File: config.mk
export PLATFORM = sky130hd
export DESIGN_NAME = hazard_stall_unit
export DESIGN_NICKNAME = d
export VERILOG_FILES = /design/src/rtl/hazard_stall_unit_pkg.sv /design/src/rtl/hazard_stall_unit_fwd.sv /design/src/rtl/hazard_stall_unit.sv
export SDC_FILE = /design/constraint.sdc
export NUM_CORES = 1
export LEC_CHECK = 0
export BUFFER_PORTS_ARGS = -buffer_cell sky130_fd_sc_hd__clkbuf_2
export CORE_MARGIN = 5
export CORE_UTILIZATION = 42
export CTS_CLUSTER_DIAMETER = 30
export CTS_CLUSTER_SIZE = 24
export DETAILED_ROUTE_END_ITERATION = 10
export PLACE_DENSITY = 0.76
export SYNTH_ARGS = -nofsm -noshare
export SYNTH_HDL_FRONTEND = slang
export SYNTH_SLANG_ARGS = --single-unit
File: constraint.sdc
create_clock -name clock -period 2.17 [get_ports clock]
set_clock_uncertainty 0.15 [all_clocks]
set_input_delay 0.217 -clock clock [delete_from_list [all_inputs] [get_ports clock]]
set_output_delay 0.217 -clock clock [all_outputs]
set_load 0.05 [all_outputs]
File: src/rtl/hazard_stall_unit_pkg.sv
// hazard_stall_unit_pkg: shared opcodes, forwarding-select encodings and the
// hazard FSM state type for the hazard/stall control slice.
package hazard_stall_unit_pkg;

  // RV32 major opcodes seen in the EX stage
  localparam logic [6:0] OPC_LOAD   = 7'b0000011;
  localparam logic [6:0] OPC_BRANCH = 7'b1100011;
  localparam logic [6:0] OPC_JAL    = 7'b1101111;
  localparam logic [6:0] OPC_JALR   = 7'b1100111;

  // EX-stage operand mux select encodings
  localparam logic [1:0] FWD_REGFILE = 2'b00;
  localparam logic [1:0] FWD_EX      = 2'b01;
  localparam logic [1:0] FWD_MEM     = 2'b10;

  // Hazard sequencer states
  typedef enum logic [1:0] {
    RUN        = 2'b00,
    LOAD_STALL = 2'b01,
    FLUSH      = 2'b10
  } hazard_state_e;

endpackage

File: src/rtl/hazard_stall_unit_fwd.sv
// fwd_select_unit: forwarding source select for one decode source register.
// The youngest producer (EX) wins over MEM; x0 is never forwarded.
module fwd_select_unit
  import hazard_stall_unit_pkg::*;
(
  input  logic [4:0] src_reg,
  input  logic [4:0] ex_rd,
  input  logic       ex_write,
  input  logic [4:0] mem_rd,
  input  logic       mem_write,
  output logic [1:0] fwd_sel
);

  // Pick the closest in-flight producer of src_reg, else the register file
  always_comb begin
    fwd_sel = FWD_REGFILE;
    if (ex_write && (ex_rd != 5'd0) && (ex_rd == src_reg)) begin
      fwd_sel = FWD_EX;
    end else if (mem_write && (mem_rd != 5'd0) && (mem_rd == src_reg)) begin
      fwd_sel = FWD_MEM;
    end else begin
      fwd_sel = FWD_REGFILE;
    end
  end

endmodule

File: src/rtl/hazard_stall_unit.sv
// hazard_stall_unit: load-use / RAW hazard detection, operand forwarding
// selects, and stall/bubble/flush sequencing for the ID/EX boundary.
// Build option HAZARD_FWD_EN: when defined, EX/MEM results are forwarded and
// only load-use stalls; when undefined, every RAW match stalls until the
// producer has left MEM and the forwarding selects stay at the register file.
module hazard_stall_unit
  import hazard_stall_unit_pkg::*;
#(
  parameter int CORE         = 0,
  parameter int DATA_WIDTH   = 32,
  parameter int ADDRESS_BITS = 20,
  parameter int FLUSH_CYCLES = 2
)
(
  input  logic                    clock,
  input  logic                    reset,
  input  logic                    id_valid,
  input  logic [4:0]              id_rs1,
  input  logic [4:0]              id_rs2,
  input  logic                    id_uses_rs1,
  input  logic                    id_uses_rs2,
  input  logic [6:0]              ex_opcode,
  input  logic [4:0]              ex_rd,
  input  logic                    ex_write,
  input  logic [4:0]              mem_rd,
  input  logic                    mem_write,
  input  logic                    ex_redirect,
  input  logic [ADDRESS_BITS-1:0] ex_redirect_target,
  output logic                    stall_if,
  output logic                    stall_id,
  output logic                    bubble_ex,
  output logic                    flush_id,
  output logic [1:0]              fwd_rs1_sel,
  output logic [1:0]              fwd_rs2_sel,
  output logic                    pc_load,
  output logic [ADDRESS_BITS-1:0] pc_load_target,
  output logic [15:0]             stall_count
);

  // Reject configurations the sequencer cannot represent
  if (FLUSH_CYCLES < 1 || FLUSH_CYCLES > 3 || DATA_WIDTH < 1 || CORE < 0) begin : g_cfg_check
    $error("hazard_stall_unit: unsupported parameter set");
  end

  // Counter value loaded on a redirect: bubbles still owed after this cycle
  localparam logic [1:0] FLUSH_RELOAD = 2'(FLUSH_CYCLES - 1);

  hazard_state_e           state_r, state_s;
  logic [1:0]              flush_cnt_r, flush_cnt_s;
  logic                    pc_load_r;
  logic [ADDRESS_BITS-1:0] pc_target_r;
  logic [15:0]             stall_count_r;
  logic [1:0]              sel_rs1_s, sel_rs2_s;
  logic                    load_use_s, hazard_s;
  logic                    stall_s, bubble_s, flush_s;

  // The same comparators serve forwarding and RAW detection
  fwd_select_unit u_fwd_rs1 (
    .src_reg   (id_rs1),
    .ex_rd     (ex_rd),
    .ex_write  (ex_write),
    .mem_rd    (mem_rd),
    .mem_write (mem_write),
    .fwd_sel   (sel_rs1_s)
  );

  fwd_select_unit u_fwd_rs2 (
    .src_reg   (id_rs2),
    .ex_rd     (ex_rd),
    .ex_write  (ex_write),
    .mem_rd    (mem_rd),
    .mem_write (mem_write),
    .fwd_sel   (sel_rs2_s)
  );

  // A load in EX whose destination is read by decode (EX match implies rd != 0)
  assign load_use_s = id_valid && (ex_opcode == OPC_LOAD) &&
                      ((id_uses_rs1 && (sel_rs1_s == FWD_EX)) ||
                       (id_uses_rs2 && (sel_rs2_s == FWD_EX)));

`ifdef HAZARD_FWD_EN
  assign hazard_s = load_use_s;

  // Forwarding selects, held at the register file while in reset
  always_comb begin
    if (!reset) begin
      fwd_rs1_sel = FWD_REGFILE;
      fwd_rs2_sel = FWD_REGFILE;
    end else begin
      fwd_rs1_sel = sel_rs1_s;
      fwd_rs2_sel = sel_rs2_s;
    end
  end
`else
  // Without forwarding any used source with a live EX or MEM producer must wait;
  // a load-use is simply one case of that
  assign hazard_s = load_use_s ||
                    (id_valid && ((id_uses_rs1 && (sel_rs1_s != FWD_REGFILE)) ||
                                  (id_uses_rs2 && (sel_rs2_s != FWD_REGFILE))));
  assign fwd_rs1_sel = FWD_REGFILE;
  assign fwd_rs2_sel = FWD_REGFILE;
`endif

  // Next state and stall/bubble/flush controls; redirect outranks any stall
  always_comb begin
    state_s     = state_r;
    flush_cnt_s = flush_cnt_r;
    stall_s     = 1'b0;
    bubble_s    = 1'b0;
    flush_s     = 1'b0;
    if (!reset) begin
      state_s     = RUN;
      flush_cnt_s = 2'd0;
    end else if (ex_redirect) begin
      bubble_s    = 1'b1;
      flush_s     = 1'b1;
      flush_cnt_s = FLUSH_RELOAD;
      if (FLUSH_RELOAD == 2'd0) begin
        state_s = RUN;
      end else begin
        state_s = FLUSH;
      end
    end else begin
      case (state_r)
        RUN: begin
          if (hazard_s) begin
            stall_s  = 1'b1;
            bubble_s = 1'b1;
            state_s  = LOAD_STALL;
          end else begin
            state_s  = RUN;
          end
        end
        LOAD_STALL: begin
`ifdef HAZARD_FWD_EN
          // The load has reached MEM and is forwarded from there
          state_s = RUN;
`else
          if (hazard_s) begin
            stall_s  = 1'b1;
            bubble_s = 1'b1;
            state_s  = LOAD_STALL;
          end else begin
            state_s  = RUN;
          end
`endif
        end
        FLUSH: begin
          if (flush_cnt_r != 2'd0) begin
            bubble_s = 1'b1;
            flush_s  = 1'b1;
          end else begin
            bubble_s = 1'b0;
            flush_s  = 1'b0;
          end
          if (flush_cnt_r <= 2'd1) begin
            flush_cnt_s = 2'd0;
            state_s     = RUN;
          end else begin
            flush_cnt_s = flush_cnt_r - 2'd1;
            state_s     = FLUSH;
          end
        end
        default: begin
          state_s     = RUN;
          flush_cnt_s = 2'd0;
        end
      endcase
    end
  end

  assign stall_if  = stall_s;
  assign stall_id  = stall_s;
  assign bubble_ex = bubble_s;
  assign flush_id  = flush_s;

  // Sequencer state and flush counter
  always_ff @(posedge clock) begin
    if (!reset) begin
      state_r     <= RUN;
      flush_cnt_r <= 2'd0;
    end else begin
      state_r     <= state_s;
      flush_cnt_r <= flush_cnt_s;
    end
  end

  // One-cycle PC load pulse and the captured redirect target
  always_ff @(posedge clock) begin
    if (!reset) begin
      pc_load_r   <= 1'b0;
      pc_target_r <= '0;
    end else begin
      pc_load_r <= ex_redirect;
      if (ex_redirect) begin
        pc_target_r <= ex_redirect_target;
      end
    end
  end

  // Saturating count of cycles that lost issue to a stall or bubble
  always_ff @(posedge clock) begin
    if (!reset) begin
      stall_count_r <= 16'd0;
    end else if ((stall_s || bubble_s) && (stall_count_r != 16'hFFFF)) begin
      stall_count_r <= stall_count_r + 16'd1;
    end
  end

  assign pc_load        = pc_load_r;
  assign pc_load_target = pc_target_r;
  assign stall_count    = stall_count_r;

endmodule

==> reports/results.ini <==
[run_status]
status = completed

[final_layout]
fin_area_mm2 = 0.00304
antennaDiodeCount = 0
stdcell_count = 414
final_cell_mix = clkbuf_2, mux2i_1, dfxtp_1
fill_cells = 412
ff_latch_area_um2 = 842
area_delta_synth_final_pct = 43.3
drive_gt1_share_pct = 45.2
nets = 402
finish.utilization_pct = 63.0
multi_input_area_mm2 = 0.00130
layout_commonest_cell = clkbuf_2

[min_path]
min_path_type = primary input to register

[detailed_routing]
wire_per_inst_um = 13.0
num_vias = 2025
ant_nets = 0
dr.pass1.iters = 4
avgViaCountPerCell = 4.89
route.detailed.drc = 0
drt-initial-drc-count = 50
routed_wl_mm = 5.40

[global_routing]
grt_max_degree = 27
grt_overflow = 0
track_usage_pct = 16.4
grt_pass1_vias = 1946
antenna_found_initial = 0
grt_pass1_wl_mm = 8.49

[sta]
grt_setup_unrepaired = true
slew_viol_final = 0
tns_ns = 0
finalHoldViolCount = 0
fmax_ghz = 0.463
setup_viol = 0
finalCritPeriodShare_pct = 99.5
fin_crit_ns = 2.16

[flow_run]
maxCapViolCount = 0

[place]
place_hpwl_mm = 3.96
numPortBuffers = 88
place_area_mm2 = 0.00275
dp.cells = 392
gpl.final_weighted_congestion = 0.891

[yosys]
yosysUniqueCellTypes = 39
ys_seq_area_share_pct = 38.7
ys.flop_type = dfxtp_1
syn_inst = 230
synth-edff-count = 0
async_reset_ff_share_pct = 0
yosys_warnings = 0
synth_seq_cells = 41
syn_area_mm2 = 0.00212
avgSynthCellArea_um2 = 9.22

[worst_setup_path]
slowest_stage = nor4_1
arrival_ns = 1.79
cp.required_ns = 1.80
cp-start-kind = primary input
crit_chain = clkbuf_2, xor2_1, nor4_1, nand3_1, o22ai_4, nor2_2, buf_4, nor3_4, clkbuf_8
endpoint_kind = output port
crit_fanout = 4
r2r_slack_ns = 0.04
crit_type = primary input to output port
critPathMaxStageDelay_ns = 0.30

[clock_network]
cts_sinks = 41
clk_pin_slew_ns = 0.08
htree_levels = 2
cts_root_buf = clkbuf_8
numCtsBuffers = 5
clk_path_buf_depth = 2
cts_tree = done
clkLatencyLatePin_ns = 0.30

[pwr]
p_per_area_mw_per_mm2 = 544
power.total_mw = 1.65
ir_worst_vdd_mv = 0.376
leakagePower_nw = 1.50

[floorplanning]
start_util_pct = 44.0
die_w_um = 81.0
die_area_mm2 = 0.00657
ios = 100
die_y_um = 81.0
core.rowCount = 25
coreArea_mm2 = 0.00482

-- synth_stat cells (2+ instances only) --
cell type / count / share of area, %
nor3_1: 5 / 1.2
dfxtp_1: 41 / 39
nor4_1: 4 / 1.2
buf_4: 6 / 2.1
and2_1: 3 / 0.89
nand2b_1: 8 / 2.4
mux2i_1: 34 / 16
a21oi_1: 3 / 0.71
xor2_1: 12 / 5.0
clkbuf_1: 4 / 0.71
o2111ai_1: 3 / 1.2
o211ai_1: 2 / 0.71
o21ai_2: 6 / 2.5
and4_1: 5 / 2.1
buf_1: 3 / 0.53
nor2_1: 29 / 5.1
o211ai_2: 3 / 1.8
nand4_1: 2 / 0.59
o21ai_0: 3 / 0.71
nand2_1: 17 / 3.0
nand3_1: 7 / 1.7
xnor2_1: 8 / 3.3
or4_1: 2 / 0.71
inv_1: 5 / 0.89
-- power by group --
part	leakage (nW)	switching, mW	internal (mW)	total, mW
logic	1.11	0.233	0.131	0.364
clock network	0.0439	0.273	0.222	0.495
registers	0.341	0.0178	0.775	0.792
total	1.50	0.524	1.13	1.65
-- area by class of cell --
class | instances | share of cell area, %
clock buffers | 5 | 2.27
clock inverters | 3 | 0.577
inverters | 5 | 0.618
multi-input cells | 174 | 42.9
flip-flops and latches | 41 | 27.7
well taps | 67 | 2.76
repair buffers | 119 | 23.2
-- worst max-delay path, delay by kind of cell --
kind	cells	cell delay, ns
XOR/XNOR	1	0.16
buffers and inverters	3	0.46
AND/OR/NAND/NOR	4	0.69
AO/OA/AOI/OAI	1	0.25
-- what timing repair did --
| item | in CTS | in global routing |
|---|---|---|
| pin swaps | 4 | 6 |
| hold buffers | 3 | 0 |
| setup endpoints to repair | 2 | 9 |
| cloned | 0 | 1 |
| endpoints found under the hold margin | 3 | 0 |
| gates resized for setup | 7 | 12 |
| setup buffers | 4 | 6 |
-- kinds of logic after synthesis --
kind of cell / share of synthesized area (%)
other cells: 0.177
buf+inv: 4.78
flops: 38.7
simple gates: 20.2
compound gates: 11.2
fa+ha+maj: 0.590
mux: 16.1
xor+xnor: 8.26
-- per-stage QoR --
| stage | setup slack [ns] | hold slack, ns |
|---|---|---|
| 2_1_floorplan | -0.0338 | 0.209 |
| 3_3_place_gp | -0.101 | 0.286 |
| 3_5_place_dp | -0.111 | 0.293 |
| 4_1_cts | 0.00867 | 0.000653 |
| 5_1_grt | -0.0812 | 0.00181 |
| 6_report | 0.0110 | 0.00779 |
-- layer usage --
| layer | GRT usage (%) | vias up | share of wire, % | routed length [µm] |
|---|---|---|---|---|
| met5 | 0 | - | 0 | 0 |
| met4 | 5.41 | 0 | 1.4 | 74 |
| met3 | 6.10 | 7 | 8.1 | 436 |
| met2 | 28.3 | 66 | 48 | 2580 |
| met1 | 18.7 | 919 | 43 | 2310 |
| li1 | - | 1033 | - | - |
-- flip-flops by register name, indices dropped and copies added (netlist names) --
signal and count:
pc_load_target 20, stall_count 16, flush_cnt_r 2, state_r 2
pc_load 1
-- path summary, 6_finish.rpt --
check,cells past startpoint,to,from
hold reg to reg,1,stall_count[9],stall_count[9]
setup reg to reg,7,stall_count[11],stall_count[6]
hold / removal,3,pc_load_target[10],ex_redirect_target[10]
setup / recovery,9,stall_if,id_rs1[1]
(Power assumes the default switching activity.)
